$ cat src/rtl/latch_bank_arbiter.sv
// rtl/latch_bank_arbiter.sv - round-robin arbiter sequencing writes into one shared D-latch
// Each write runs SETUP/ENABLE/HOLD/DONE and verifies the latch contents by readback.
module latch_bank_arbiter #(
    parameter int NREQ        = 4,
    parameter int DW          = 8,
    parameter int EN_CYCLES   = 2,
    parameter int HOLD_CYCLES = 1
) (
    input  logic               clock,
    input  logic               reset,
    input  logic [NREQ-1:0]    req,
    input  logic [NREQ*DW-1:0] wdata,
    input  logic [DW-1:0]      latch_q,
    output logic [NREQ-1:0]    gnt,
    output logic [NREQ-1:0]    ack,
    output logic               latch_en,
    output logic [DW-1:0]      latch_d,
    output logic               busy,
    output logic               err
);

    localparam int PW   = (NREQ > 1) ? $clog2(NREQ) : 1;
    localparam int CMAX = (EN_CYCLES > HOLD_CYCLES) ? EN_CYCLES : HOLD_CYCLES;
    localparam int CW   = $clog2(CMAX + 1);

    typedef enum logic [2:0] {
        IDLE   = 3'd0,
        SETUP  = 3'd1,
        ENABLE = 3'd2,
        HOLD   = 3'd3,
        DONE   = 3'd4
    } state_t;

    state_t          state;
    logic [PW-1:0]   ptr;
    logic [CW-1:0]   cnt;
    logic [PW-1:0]   pick_idx;
    logic [PW-1:0]   cand;
    logic            pick_valid;

    // Scan from the highest offset down so the nearest request at/after ptr wins.
    always_comb begin
        pick_valid = 1'b0;
        pick_idx   = '0;
        cand       = '0;
        for (int off = NREQ - 1; off >= 0; off--) begin
            cand = PW'((int'(ptr) + off) % NREQ);
            if (req[cand]) begin
                pick_valid = 1'b1;
                pick_idx   = cand;
            end
        end
    end

    assign busy = (state != IDLE);

    always_ff @(posedge clock or negedge reset) begin
        if (!reset) begin
            state    <= IDLE;
            gnt      <= '0;
            ack      <= '0;
            latch_en <= 1'b0;
            latch_d  <= '0;
            err      <= 1'b0;
            ptr      <= '0;
            cnt      <= '0;
        end else begin
            ack <= '0;
            case (state)
                IDLE: begin
                    if (pick_valid) begin
                        gnt     <= NREQ'(1) << pick_idx;
                        latch_d <= wdata[pick_idx*DW +: DW];
                        ptr     <= (pick_idx == PW'(NREQ - 1)) ? '0 : pick_idx + 1'b1;
                        state   <= SETUP;
                    end
                end
                SETUP: begin
                    latch_en <= 1'b1;
                    cnt      <= CW'(EN_CYCLES - 1);
                    state    <= ENABLE;
                end
                ENABLE: begin
                    if (cnt == '0) begin
                        latch_en <= 1'b0;
                        cnt      <= CW'(HOLD_CYCLES - 1);
                        state    <= HOLD;
                    end else begin
                        cnt <= cnt - 1'b1;
                    end
                end
                HOLD: begin
                    if (cnt == '0) begin
                        // err is sticky: only reset clears it
                        if (latch_q != latch_d)
                            err <= 1'b1;
                        ack   <= gnt;
                        state <= DONE;
                    end else begin
                        cnt <= cnt - 1'b1;
                    end
                end
                DONE: begin
                    gnt   <= '0;
                    state <= IDLE;
                end
                default: begin
                    gnt      <= '0;
                    latch_en <= 1'b0;
                    state    <= IDLE;
                end
            endcase
        end
    end

endmodule

$ cat config.mk
export PLATFORM = sky130hd
export DESIGN_NAME = latch_bank_arbiter
export DESIGN_NICKNAME = d
export VERILOG_FILES = /design/src/rtl/latch_bank_arbiter.sv
export SDC_FILE = /design/constraint.sdc
export NUM_CORES = 1
export LEC_CHECK = 0
export CAP_MARGIN = 0
export CORE_MARGIN = 5
export CORE_UTILIZATION = 35
export CTS_CLUSTER_SIZE = 30
export DETAILED_ROUTE_END_ITERATION = 16
export PLACE_DENSITY_LB_ADDON = 0.25
export SYNTH_ARGS = -nofsm -noshare
export SYNTH_HDL_FRONTEND = slang
export SYNTH_SLANG_ARGS = --single-unit
$ cat constraint.sdc
create_clock -name clock -period 3.6 [get_ports clock]
set_input_delay 0.36 -clock clock [delete_from_list [all_inputs] [get_ports clock]]
set_output_delay 0.36 -clock clock [all_outputs]
set_load 0.005 [all_outputs]
==> impl_metrics.py, run 1 <==
metrics = {
    "power": {
        "pwr_density_cell_nw_per_um2": 642,
        "worst_vdd_rail_ir_drop_mv": 0.278,
        "switching_share_pct": 40.1,
        "clock_power_share_pct": 11.1,
        "power.internal_mw": 0.865,
        "net-switching-power_mw": 0.580,
        "p_comb_share_pct": 52.7,
        "static_power_due_to_leakage_nw": 0.874,
        "p_seq_share_pct": 36.2,
    },
    "global_route": {
        "largest_net_degree_at_the_start_of_global_routing": 26,
        "via_count_of_the_first_global_routing_pass": 1481,
        "grt_pass1_wl_um": 7090,
        "number_of_antenna_violations_at_the_first_check_in_global_routing": 0,
        "groute.usage.overall_pct": 14.5,
        "globalRoute.totalOverflow": 0,
    },
    "cts": {
        "clock_root_buffer_master": "sky130_fd_sc_hd__clkbuf_8",
        "cts_max_path_buffers": 2,
        "clock_sink_count": 25,
        "worst_setup_hold_path_clk_slew_ns": 0.08,
        "cts_resized": 0,
        "post-cts-setup-buffer-count": 0,
        "clock_insertion_delay_worst_skew_ns": 0.26,
        "cts_tree": "built",
        "cts_hold_buffers": 0,
        "numCtsBuffers": 3,
        "cts-htree-levels": 1,
    },
    "synth": {
        "synthCells": 169,
        "synthesis.area_um2": 1550,
        "synth_fp_nets": 219,
        "yosysWarningCount": 0,
        "synth.avg_cell_area_um2": 9.17,
        "synthDistinctLibCells": 37,
        "sequential_element_share_of_the_synthesized_area_pct": 40.4,
        "ys_ff_latch": 25,
    },
    "floorplan": {
        "coreArea_um2": 4320,
        "chipWidth_um": 76.6,
        "chipHeight_um": 76.6,
        "initial_core_util_pct": 35.9,
        "placementRows": 24,
        "top_level_ports": 65,
        "die_area_um2": 5860,
    },
    "timing": {
        "setup-tns-final_ns": 0,
        "layout_worst_path_cycle_share_pct": 68.9,
        "min_period_ns": 2.48,
        "finalSetupViolations": 0,
        "rsz0062_at_grt": "false",
        "fmax_ghz": 0.403,
        "clock-skew-final_ns": 0.00212,
        "drv_slew": 0,
        "worst_pin_slew_ns": 0.652,
        "max-slew-margin-rel_pct": 55.4,
        "final.setup.worst_slack_ns": 1.12,
        "final-hold-violation-count": 0,
    },
    "worst_setup_path": {
        "crit_type": "input port to flop",
        "cp-endpoint": "gnt[0]",
        "reg2reg_slack_ns": 1.21,
        "critical_path.max_stage_delay_ns": 0.57,
        "timing.critical_path.arrival_ns": 2.67,
        "cp_cell_sequence": "clkdlybuf4s50_1 > nand2_1 > nor2_1 > or3_1 > inv_2 > or3_1 > a21oi_1",
        "cp_most_frequent_cell": "sky130_fd_sc_hd__or3_1",
        "timing.rr.end": "latch_d[5]",
        "timing.reg2reg.worst_path_depth": 5,
        "timing.rr.start": "ptr[1]",
        "timing.critical_path.slowest_stage_cell": "sky130_fd_sc_hd__or3_1",
        "cp_max_fo": 18,
        "critPathCaptureType": "flop",
        "timing.critical_path.from": "req[0]",
        "timing.critical_path.required_ns": 3.79,
        "worstSetupStartpointType": "input port",
    },
    "status": {
        "run_status": "finished clean",
    },
    "detailed_routing": {
        "route.antenna.remaining_nets": 0,
        "detailroute.via_count": 1447,
        "detail_route.vias_per_cell": 5.15,
        "routedWlPerCell_um": 14.9,
        "drcViolationCount": 0,
        "dr.pass1.iters": 4,
        "detail_route.iter0.violations": 108,
        "routed_wl_um": 4190,
    },
    "worst_hold_path": {
        "hold_class": "input port to asynchronous set/reset pin",
    },
    "layout": {
        "final_cell_mix": "sky130_fd_sc_hd__clkdlybuf4s50_1 (64), sky130_fd_sc_hd__nand2_1 (27), sky130_fd_sc_hd__dfrtp_1 (25)",
        "most_frequent_standard_cell_in_the_layout_excluding_fill_and_tap_cells": "sky130_fd_sc_hd__clkdlybuf4s50_1",
        "drive_gt1_share_pct": 4.80,
        "n_antenna_cell": 0,
        "finish.net_count": 280,
        "syn2layout_area_growth_pct": 45.0,
        "final_design_area_no_fill_um2": 2250,
    },
    "placed_design": {
        "place_worst_setup_slack_ns": 0.825,
        "detailed_place_hpwl_um": 3370,
        "io_buffer_count": 64,
        "dpl-instance-area_um2": 2200,
        "finalWeightedCongestion": 0.835,
    },
    "flow_run": {
        "max_cap_violations": 0,
    },
}
==> final cells by class <==
| cell class | count | area (um2) |
|---|---|---|
| fill | 432 | 2080 |
| multi-input combinational | 129 | 842 |
| timing repair buffer | 65 | 648 |
| sequential | 25 | 626 |
| tap | 52 | 65.1 |
| clock buffer | 4 | 45.0 |
| inverter | 6 | 22.5 |
==> cell families (layout without fill, tap and decap cells) <==
family / after synthesis / in the layout / synth area share [%]
buffers and inverters: 15 / 75 / 5.33
DFF: 25 / 25 / 40.4
muxes: 2 / 2 / 1.29
AOI/OAI and AO/OA: 38 / 38 / 19.2
xor gates and xnor gates: 8 / 8 / 4.52
and+or+nand+nor: 77 / 77 / 26.1
adders and majority gates: 4 / 4 / 3.23
==> metal layers <==
metal	wire length [um]	share of wire (%)	vias up	GRT usage, %
met3	237	5.7	9	2.96
li1	-	-	734	-
met5	0	0	-	0
met2	1990	47	45	23.3
met4	95	2.3	0	5.77
met1	1870	45	659	19.0
==> state kept, by name, summed over array words and instances, names as in the netlist <==
| name | count |
|---|---|
| latch_d | 8 |
| ack | 4 |
| gnt | 4 |
| state | 3 |
| cnt | 2 |
| ptr | 2 |
| err | 1 |
| latch_en | 1 |
==> synth_stat cells <==
master | number | area [um2]
sky130_fd_sc_hd__a2111oi_0 | 7 | 61.3
sky130_fd_sc_hd__a2111oi_4 | 1 | 27.5
sky130_fd_sc_hd__a211oi_1 | 1 | 7.51
sky130_fd_sc_hd__a21boi_0 | 3 | 22.5
sky130_fd_sc_hd__a21oi_1 | 6 | 30.0
sky130_fd_sc_hd__a21oi_2 | 1 | 8.76
sky130_fd_sc_hd__a221o_1 | 1 | 10.0
sky130_fd_sc_hd__a221oi_1 | 1 | 8.76
sky130_fd_sc_hd__a311oi_1 | 7 | 61.3
sky130_fd_sc_hd__a31oi_1 | 1 | 6.26
sky130_fd_sc_hd__and2_1 | 6 | 37.5
sky130_fd_sc_hd__and3_1 | 1 | 6.26
sky130_fd_sc_hd__buf_2 | 3 | 15.0
sky130_fd_sc_hd__buf_6 | 3 | 33.8
sky130_fd_sc_hd__clkbuf_1 | 3 | 11.3
sky130_fd_sc_hd__dfrtp_1 | 25 | 626
sky130_fd_sc_hd__ha_1 | 4 | 50.1
sky130_fd_sc_hd__inv_1 | 5 | 18.8
sky130_fd_sc_hd__inv_2 | 1 | 3.75
sky130_fd_sc_hd__mux2i_1 | 2 | 20.0
sky130_fd_sc_hd__nand2_1 | 27 | 101
sky130_fd_sc_hd__nand2b_1 | 3 | 18.8
sky130_fd_sc_hd__nand3_1 | 2 | 10.0
sky130_fd_sc_hd__nand4_1 | 4 | 25.0
sky130_fd_sc_hd__nor2_1 | 17 | 63.8
sky130_fd_sc_hd__nor2_2 | 1 | 6.26
sky130_fd_sc_hd__nor2b_1 | 2 | 12.5
sky130_fd_sc_hd__nor2b_4 | 1 | 13.8
sky130_fd_sc_hd__nor4b_1 | 7 | 61.3
sky130_fd_sc_hd__o21ai_0 | 5 | 25.0
sky130_fd_sc_hd__o21bai_1 | 1 | 7.51
sky130_fd_sc_hd__o22ai_1 | 2 | 12.5
sky130_fd_sc_hd__o32ai_1 | 1 | 8.76
sky130_fd_sc_hd__or3_1 | 4 | 25.0
sky130_fd_sc_hd__or3_4 | 1 | 11.3
sky130_fd_sc_hd__or4_4 | 1 | 11.3
sky130_fd_sc_hd__xnor2_1 | 8 | 70.1
==> per-stage QoR <==
stage,utilization [%],cells,hold WS [ns],total power [mW]
after global routing,52.0,281,0.478,1.58
after CTS,52.0,281,0.459,1.46
final,52.0,281,0.450,1.44
after floorplan,-,169,0.0644,1.00
after detailed placement,51.0,277,0.462,1.30
after global placement,51.0,277,0.462,1.28
==> power by group through the flow <==
stage	sequential, mW	clock (mW)	combinational (mW)
finish	0.523	0.160	0.761
global route	0.547	0.181	0.855
CTS	0.524	0.165	0.771
detailed placement	0.527	0	0.769
global placement	0.529	0	0.756
floorplan	0.481	0	0.523
==> worst min-delay path by stage <==
stage / start / to / slack, ns / depth (start not counted)
floorplan: reset / ack[0] / 0.06 / 0
CTS: reset / state[0] / 0.46 / 2
global placement: err / err / 0.46 / 1
detailed placement: err / err / 0.46 / 1
global route: reset / state[2] / 0.48 / 2
finish: reset / cnt[1] / 0.45 / 2
==> worst max-delay path: cells and delay by family <==
family                 cells  cell delay [ns]
AO/OA/AOI/OAI              1             0.15
buffers and inverters      2             0.73
AND/OR/NAND/NOR            4             1.42
(Power assumes the default switching activity.)
==> run 2: changes to the inputs <==
clock period = 2.1 ns   (was 3.6 ns; I/O delays follow)
==> impl_metrics.py, run 2 (same netlist as run 1, synthesis figures left out) <==
metrics = {
    "worst_setup_path": {
        "worstSetupStartpointType": "input port",
        "timing.critical_path.from": "req[2]",
        "cp_max_fo": 13,
        "timing.rr.start": "ptr[1]",
        "timing.critical_path.required_ns": 2.23,
        "crit_type": "input port to flop",
        "critPathCaptureType": "flop",
        "reg2reg_slack_ns": 0.13,
        "timing.critical_path.arrival_ns": 2.11,
    },
    "floorplan": {
        "die_area_um2": 5860,
        "chipHeight_um": 76.6,
        "chipWidth_um": 76.6,
        "placementRows": 24,
        "top_level_ports": 65,
        "coreArea_um2": 4320,
        "initial_core_util_pct": 35.9,
    },
    "cts": {
        "clock_root_buffer_master": "sky130_fd_sc_hd__clkbuf_8",
        "clock_sink_count": 25,
        "worst_setup_hold_path_clk_slew_ns": 0.09,
        "cts_tree": "built",
        "cts-htree-levels": 1,
        "numCtsBuffers": 3,
        "cts_hold_buffers": 0,
        "cts_max_path_buffers": 2,
        "clock_insertion_delay_worst_skew_ns": 0.26,
        "cts_resized": 0,
        "post-cts-setup-buffer-count": 0,
    },
    "layout": {
        "largest_registers": "latch_d (8), ack (4), gnt (4)",
        "regMostFlops": "latch_d",
        "most_frequent_standard_cell_in_the_layout_excluding_fill_and_tap_cells": "sky130_fd_sc_hd__clkdlybuf4s50_1",
        "number_of_flip_flops_in_the_largest_register": 8,
        "n_antenna_cell": 0,
        "final_cell_mix": "sky130_fd_sc_hd__clkdlybuf4s50_1 (64), sky130_fd_sc_hd__nand2_1 (27), sky130_fd_sc_hd__dfrtp_1 (25)",
        "final_core_util_pct": 55.7,
        "finish.net_count": 299,
        "syn2layout_area_growth_pct": 55.4,
        "drive_gt1_share_pct": 12.1,
    },
    "detailed_routing": {
        "route.antenna.remaining_nets": 0,
        "detail_route.iter0.violations": 63,
        "routed_wl_um": 4280,
        "wl_met2_um": 2020,
        "dr.pass1.iters": 4,
        "routedWlPerCell_um": 14.3,
        "drcViolationCount": 0,
        "detailroute.via_count": 1540,
        "detailroute.wirelength.met3_um": 254,
        "highest_layer": "met4",
        "route.layer.met1.wl_um": 1940,
        "detail_route.vias_per_cell": 5.13,
    },
    "timing": {
        "finalSetupViolations": 0,
        "layout_worst_path_cycle_share_pct": 94.3,
        "worst_pin_slew_ns": 0.485,
        "fmax_ghz": 0.505,
        "rsz0062_at_grt": "false",
        "min_period_ns": 1.98,
        "final-hold-violation-count": 0,
        "max-slew-margin-rel_pct": 67.7,
        "drv_slew": 0,
        "setup-tns-final_ns": 0,
        "clock-skew-final_ns": 0.00498,
    },
    "power": {
        "worst_vdd_rail_ir_drop_mv": 0.380,
        "pwr_density_cell_nw_per_um2": 1120,
        "static_power_due_to_leakage_nw": 0.972,
    },
    "global_route": {
        "groute.usage.overall_pct": 15.1,
        "globalRoute.totalOverflow": 0,
        "via_count_of_the_first_global_routing_pass": 1536,
        "largest_net_degree_at_the_start_of_global_routing": 26,
        "number_of_antenna_violations_at_the_first_check_in_global_routing": 0,
        "grt_pass1_wl_um": 7420,
    },
    "placed_design": {
        "finalWeightedCongestion": 0.797,
        "detailed_place_hpwl_um": 3530,
        "io_buffer_count": 64,
    },
    "status": {
        "run_status": "finished clean",
    },
    "worst_hold_path": {
        "hold_class": "input port to asynchronous set/reset pin",
    },
    "flow_run": {
        "max_cap_violations": 0,
    },
}
==> run 2: final timing paths <==
kind,end,cells after the start
min in group clock,err,1
max reg2reg,latch_d[6],6
min reg2reg,err,1
min,cnt[0],2
max,latch_d[6],6
max in group asynchronous,gnt[0],2
==> run 2: area by class of cell <==
class                           instances  area, um2
Fill cell                             405       1920
Multi-Input combinational cell        129        847
Timing Repair Buffer                   84        803
Sequential cell                        25        626
Tap cell                               52       65.1
Clock buffer                            4       45.0
Inverter                                6       22.5
==> run 2: power breakdown <==
part / internal (mW) / switching [mW]
logic: 0.851 / 0.722
registers: 0.670 / 0.177
clock network: 0.135 / 0.144
total: 1.66 / 1.04
==> run 2: worst max-delay path, stage by stage <==
cell and delay, ns:
sky130_fd_sc_hd__clkdlybuf4s50_1 0.48, sky130_fd_sc_hd__nor2b_1 0.16, sky130_fd_sc_hd__a221o_1 0.33, sky130_fd_sc_hd__and2_1 0.30
sky130_fd_sc_hd__a2111oi_1 0.54, sky130_fd_sc_hd__a311oi_1 0.08
==> run 2: per-stage QoR <==
stage	instances	worst slack (ns)	power, mW	hold WS (ns)	area (um2)
after global routing	300	0.000112	2.93	0.323	2410
after detailed placement	296	-0.179	2.43	0.465	2360
after CTS	300	0.0920	2.72	0.305	2400
after global placement	296	-0.146	2.40	0.455	2360
final	300	0.120	2.70	0.295	2410
after floorplan	169	0.282	1.72	-0.0856	1550
==> run 2: metal layers <==
metal  GRT usage, %  vias up
li1               -      772
met1           19.0      724
met2           25.5       40
met3           3.07        4
met4           5.24        0
met5              0        -
==> RTL change (config.mk and constraints of run 2) <==
Encoding of `state_t`: now one-hot (5 bits for 5 states).
--- a/src/rtl/latch_bank_arbiter.sv
+++ b/src/rtl/latch_bank_arbiter.sv
@@ -24,10 +24,10 @@
     localparam int CW   = $clog2(CMAX + 1);
 
-    typedef enum logic [2:0] {
-        IDLE   = 3'd0,
-        SETUP  = 3'd1,
-        ENABLE = 3'd2,
-        HOLD   = 3'd3,
-        DONE   = 3'd4
+    typedef enum logic [4:0] {
+        IDLE   = 5'b00001,
+        SETUP  = 5'b00010,
+        ENABLE = 5'b00100,
+        HOLD   = 5'b01000,
+        DONE   = 5'b10000
     } state_t;
 
Function: no difference found for any inputs over 10 cycles, from zero or initial values and one cycle with reset low; not proved beyond that.
==> RTL change against run 2 <==
- total power is 2.0% higher
- final area is 1.4% higher
- clock power is 7.1% higher
- sequential power is 7.4% higher
- routed wire length is 2.5% higher
- first-iteration DRC count is 22% lower
- critical path depth is 1 lower
- area after synthesis is 3.9% higher
- setup slack worse by 21 ps
- sequential cell count is 2 higher
- critical endpoint is now latch_d[7]
==> RTL change: results (changes against run 2) <==
count of different cell masters after synthesis -> 40 (+8.1%)
DRT iter0 DRCs -> 49 (-22%)
H-tree Lvls -> 1 (unchanged)
Leak Pwr -> 1.05 nW (+8.1%)
reg2reg start -> state[0]
Worst Path Arrival -> 2140 ps (+30 ps)
Commonest cells post-synth -> dfrtp_1, a211oi_1, nor2_1
CP max FO -> 9 (-4)
DP Wirelength -> 3440 um (-2.4%)
GRT Total Usage -> 0.140 (-0.0107)
Pre-Repair DR Iteration Count -> 2 (-2)
Worst-path clk slew -> 100 ps
vias in the first global route -> 1466 (-4.6%)
Routed WL -> 4380 um (+2.5%)
WL/cell -> 15.2 um (+6.4%)
worst ir drop on vdd -> 0.000400 V (+5.3%)
r2r endpoint -> latch_d[7]
Mapped Nets -> 213 (-2.7%)
Root Driver -> clkbuf_8
Reg2Reg Setup Slack -> 100 ps (-30 ps)
largest cells by area after synthesis -> dfrtp_1, a211oi_1, mux2i_1
clock skew -> 2.82 ps (-2.16 ps)
asr flop ratio synth -> 1.00 (unchanged)
CP Launch Type -> flop
Synth Area per Inst -> 9.88 um^2 (+7.7%)
first-pass GRT wire length -> 6900 um (-7.0%)
fraction of layout cells with a size suffix above 1 -> 0.114 (-0.00704)
Seq/Total Area, Yosys -> 0.420 (+0.0168)
max-cap viol count -> 0 (unchanged)
Worst Max-Slew Pin Slew -> 570 ps (+85.2 ps)
routability cong. -> 0.813 (+2.0%)
main flop type after synthesis -> dfrtp_1
largest net degree at the start of global routing -> 28 (+7.7%)
Final nets -> 288 (-3.7%)
worst reg2reg path depth -> 5 (-1)
mean number of vias per cell -> 5.10 (-0.64%)
outcome -> finished, final reports clean
placed insts -> 284 (-4.1%)
biggest regs -> latch_d x8, state x5
Fill cells -> 410 (+1.2%)
-- RTL change: cell count changes after synthesis, moves of 5 or more --
cell / change
a211oi_1: +15
a311oi_1: -7
a2111oi_0: -7
xnor2_1: -8
nand2_1: -16
nor4b_1: -7
and2_1: -5
mux2i_1: +9
nor3_1: +9
xor2_1: +8
-- RTL change: area by class of cell --
type,instances,share of cell area
multi-input combinational,125,0.370
timing repair buffer,76,0.299
sequential,27,0.277
tap,52,0.0266
clock buffer,3,0.0169
inverter,5,0.00768
clock inverter,1,0.00307
-- RTL change: routing by layer --
metal / routed length [um] / global-route usage / up-vias
met2: 2070 / 0.224 / 37
met3: 233 / 0.0289 / 8
met5: 0 / 0 / -
li1: - / - / 753
met1: 2000 / 0.186 / 676
met4: 85 / 0.0533 / 0
-- RTL change: kinds of logic (layout without fill, tap and decap cells) --
| group | count (synthesis) | count (layout) | synth area share |
|---|---|---|---|
| AO/OA/AOI/OAI | 41 | 41 | 0.186 |
| XOR/XNOR | 8 | 8 | 0.0435 |
| adder cells (fa/ha/maj) | 4 | 4 | 0.0311 |
| buffers and inverters | 11 | 85 | 0.0319 |
| flip-flops | 27 | 27 | 0.420 |
| multiplexers | 12 | 12 | 0.0754 |
| AND/OR/NAND/NOR | 60 | 60 | 0.212 |
-- RTL change: worst max-delay path by stage --
stage            endpoint  slack (ps)  cells after the start
5_1_grt        latch_d[4]         0.7                      5
2_1_floorplan      ptr[1]          20                      9
4_1_cts        latch_d[5]          40                      5
3_3_place_gp   latch_d[1]         110                      6
6_report       latch_d[7]         100                      5
3_5_place_dp   latch_d[5]          70                      7
-- RTL change: what timing repair did --
| action | in CTS | in global routing |
|---|---|---|
| pin swaps | 0 | 1 |
| buffers inserted | 1 | 0 |
| endpoints found under the setup margin | 1 | 9 |
| resized for setup | 1 | 3 |
| gates cloned | 0 | 0 |
-- RTL change: where the power goes --
part / internal (mW) / switching [mW] / leakage (nW)
clock: 0.135 / 0.165 / 0.0217
sequential: 0.718 / 0.192 / 0.335
combinational: 0.821 / 0.724 / 0.694
total: 1.67 / 1.08 / 1.05
-- RTL change: through the flow --
| step | cell area (um^2) | worst slack (ps) | utilization | hold slack, ps | power (mW) |
|---|---|---|---|---|---|
| finish | 2440 | 99.0 | 0.553 | 308 | 2.75 |
| global route | 2440 | 0.662 | 0.553 | 342 | 2.98 |
| CTS | 2420 | 41.5 | 0.548 | 319 | 2.76 |
| detailed placement | 2370 | 65.1 | 0.536 | 446 | 2.44 |
| global placement | 2370 | 108 | 0.536 | 440 | 2.41 |
| floorplan | 1610 | 25.0 | - | -85.6 | 1.81 |
-- RTL change: worst max-delay path, cell delays in order, from the launching register on --
cell	delay, ps
dfstp_2	540
or4b_4	490
nor3_4	240
o221ai_4	210
a211oi_1	300
a211oi_1	80
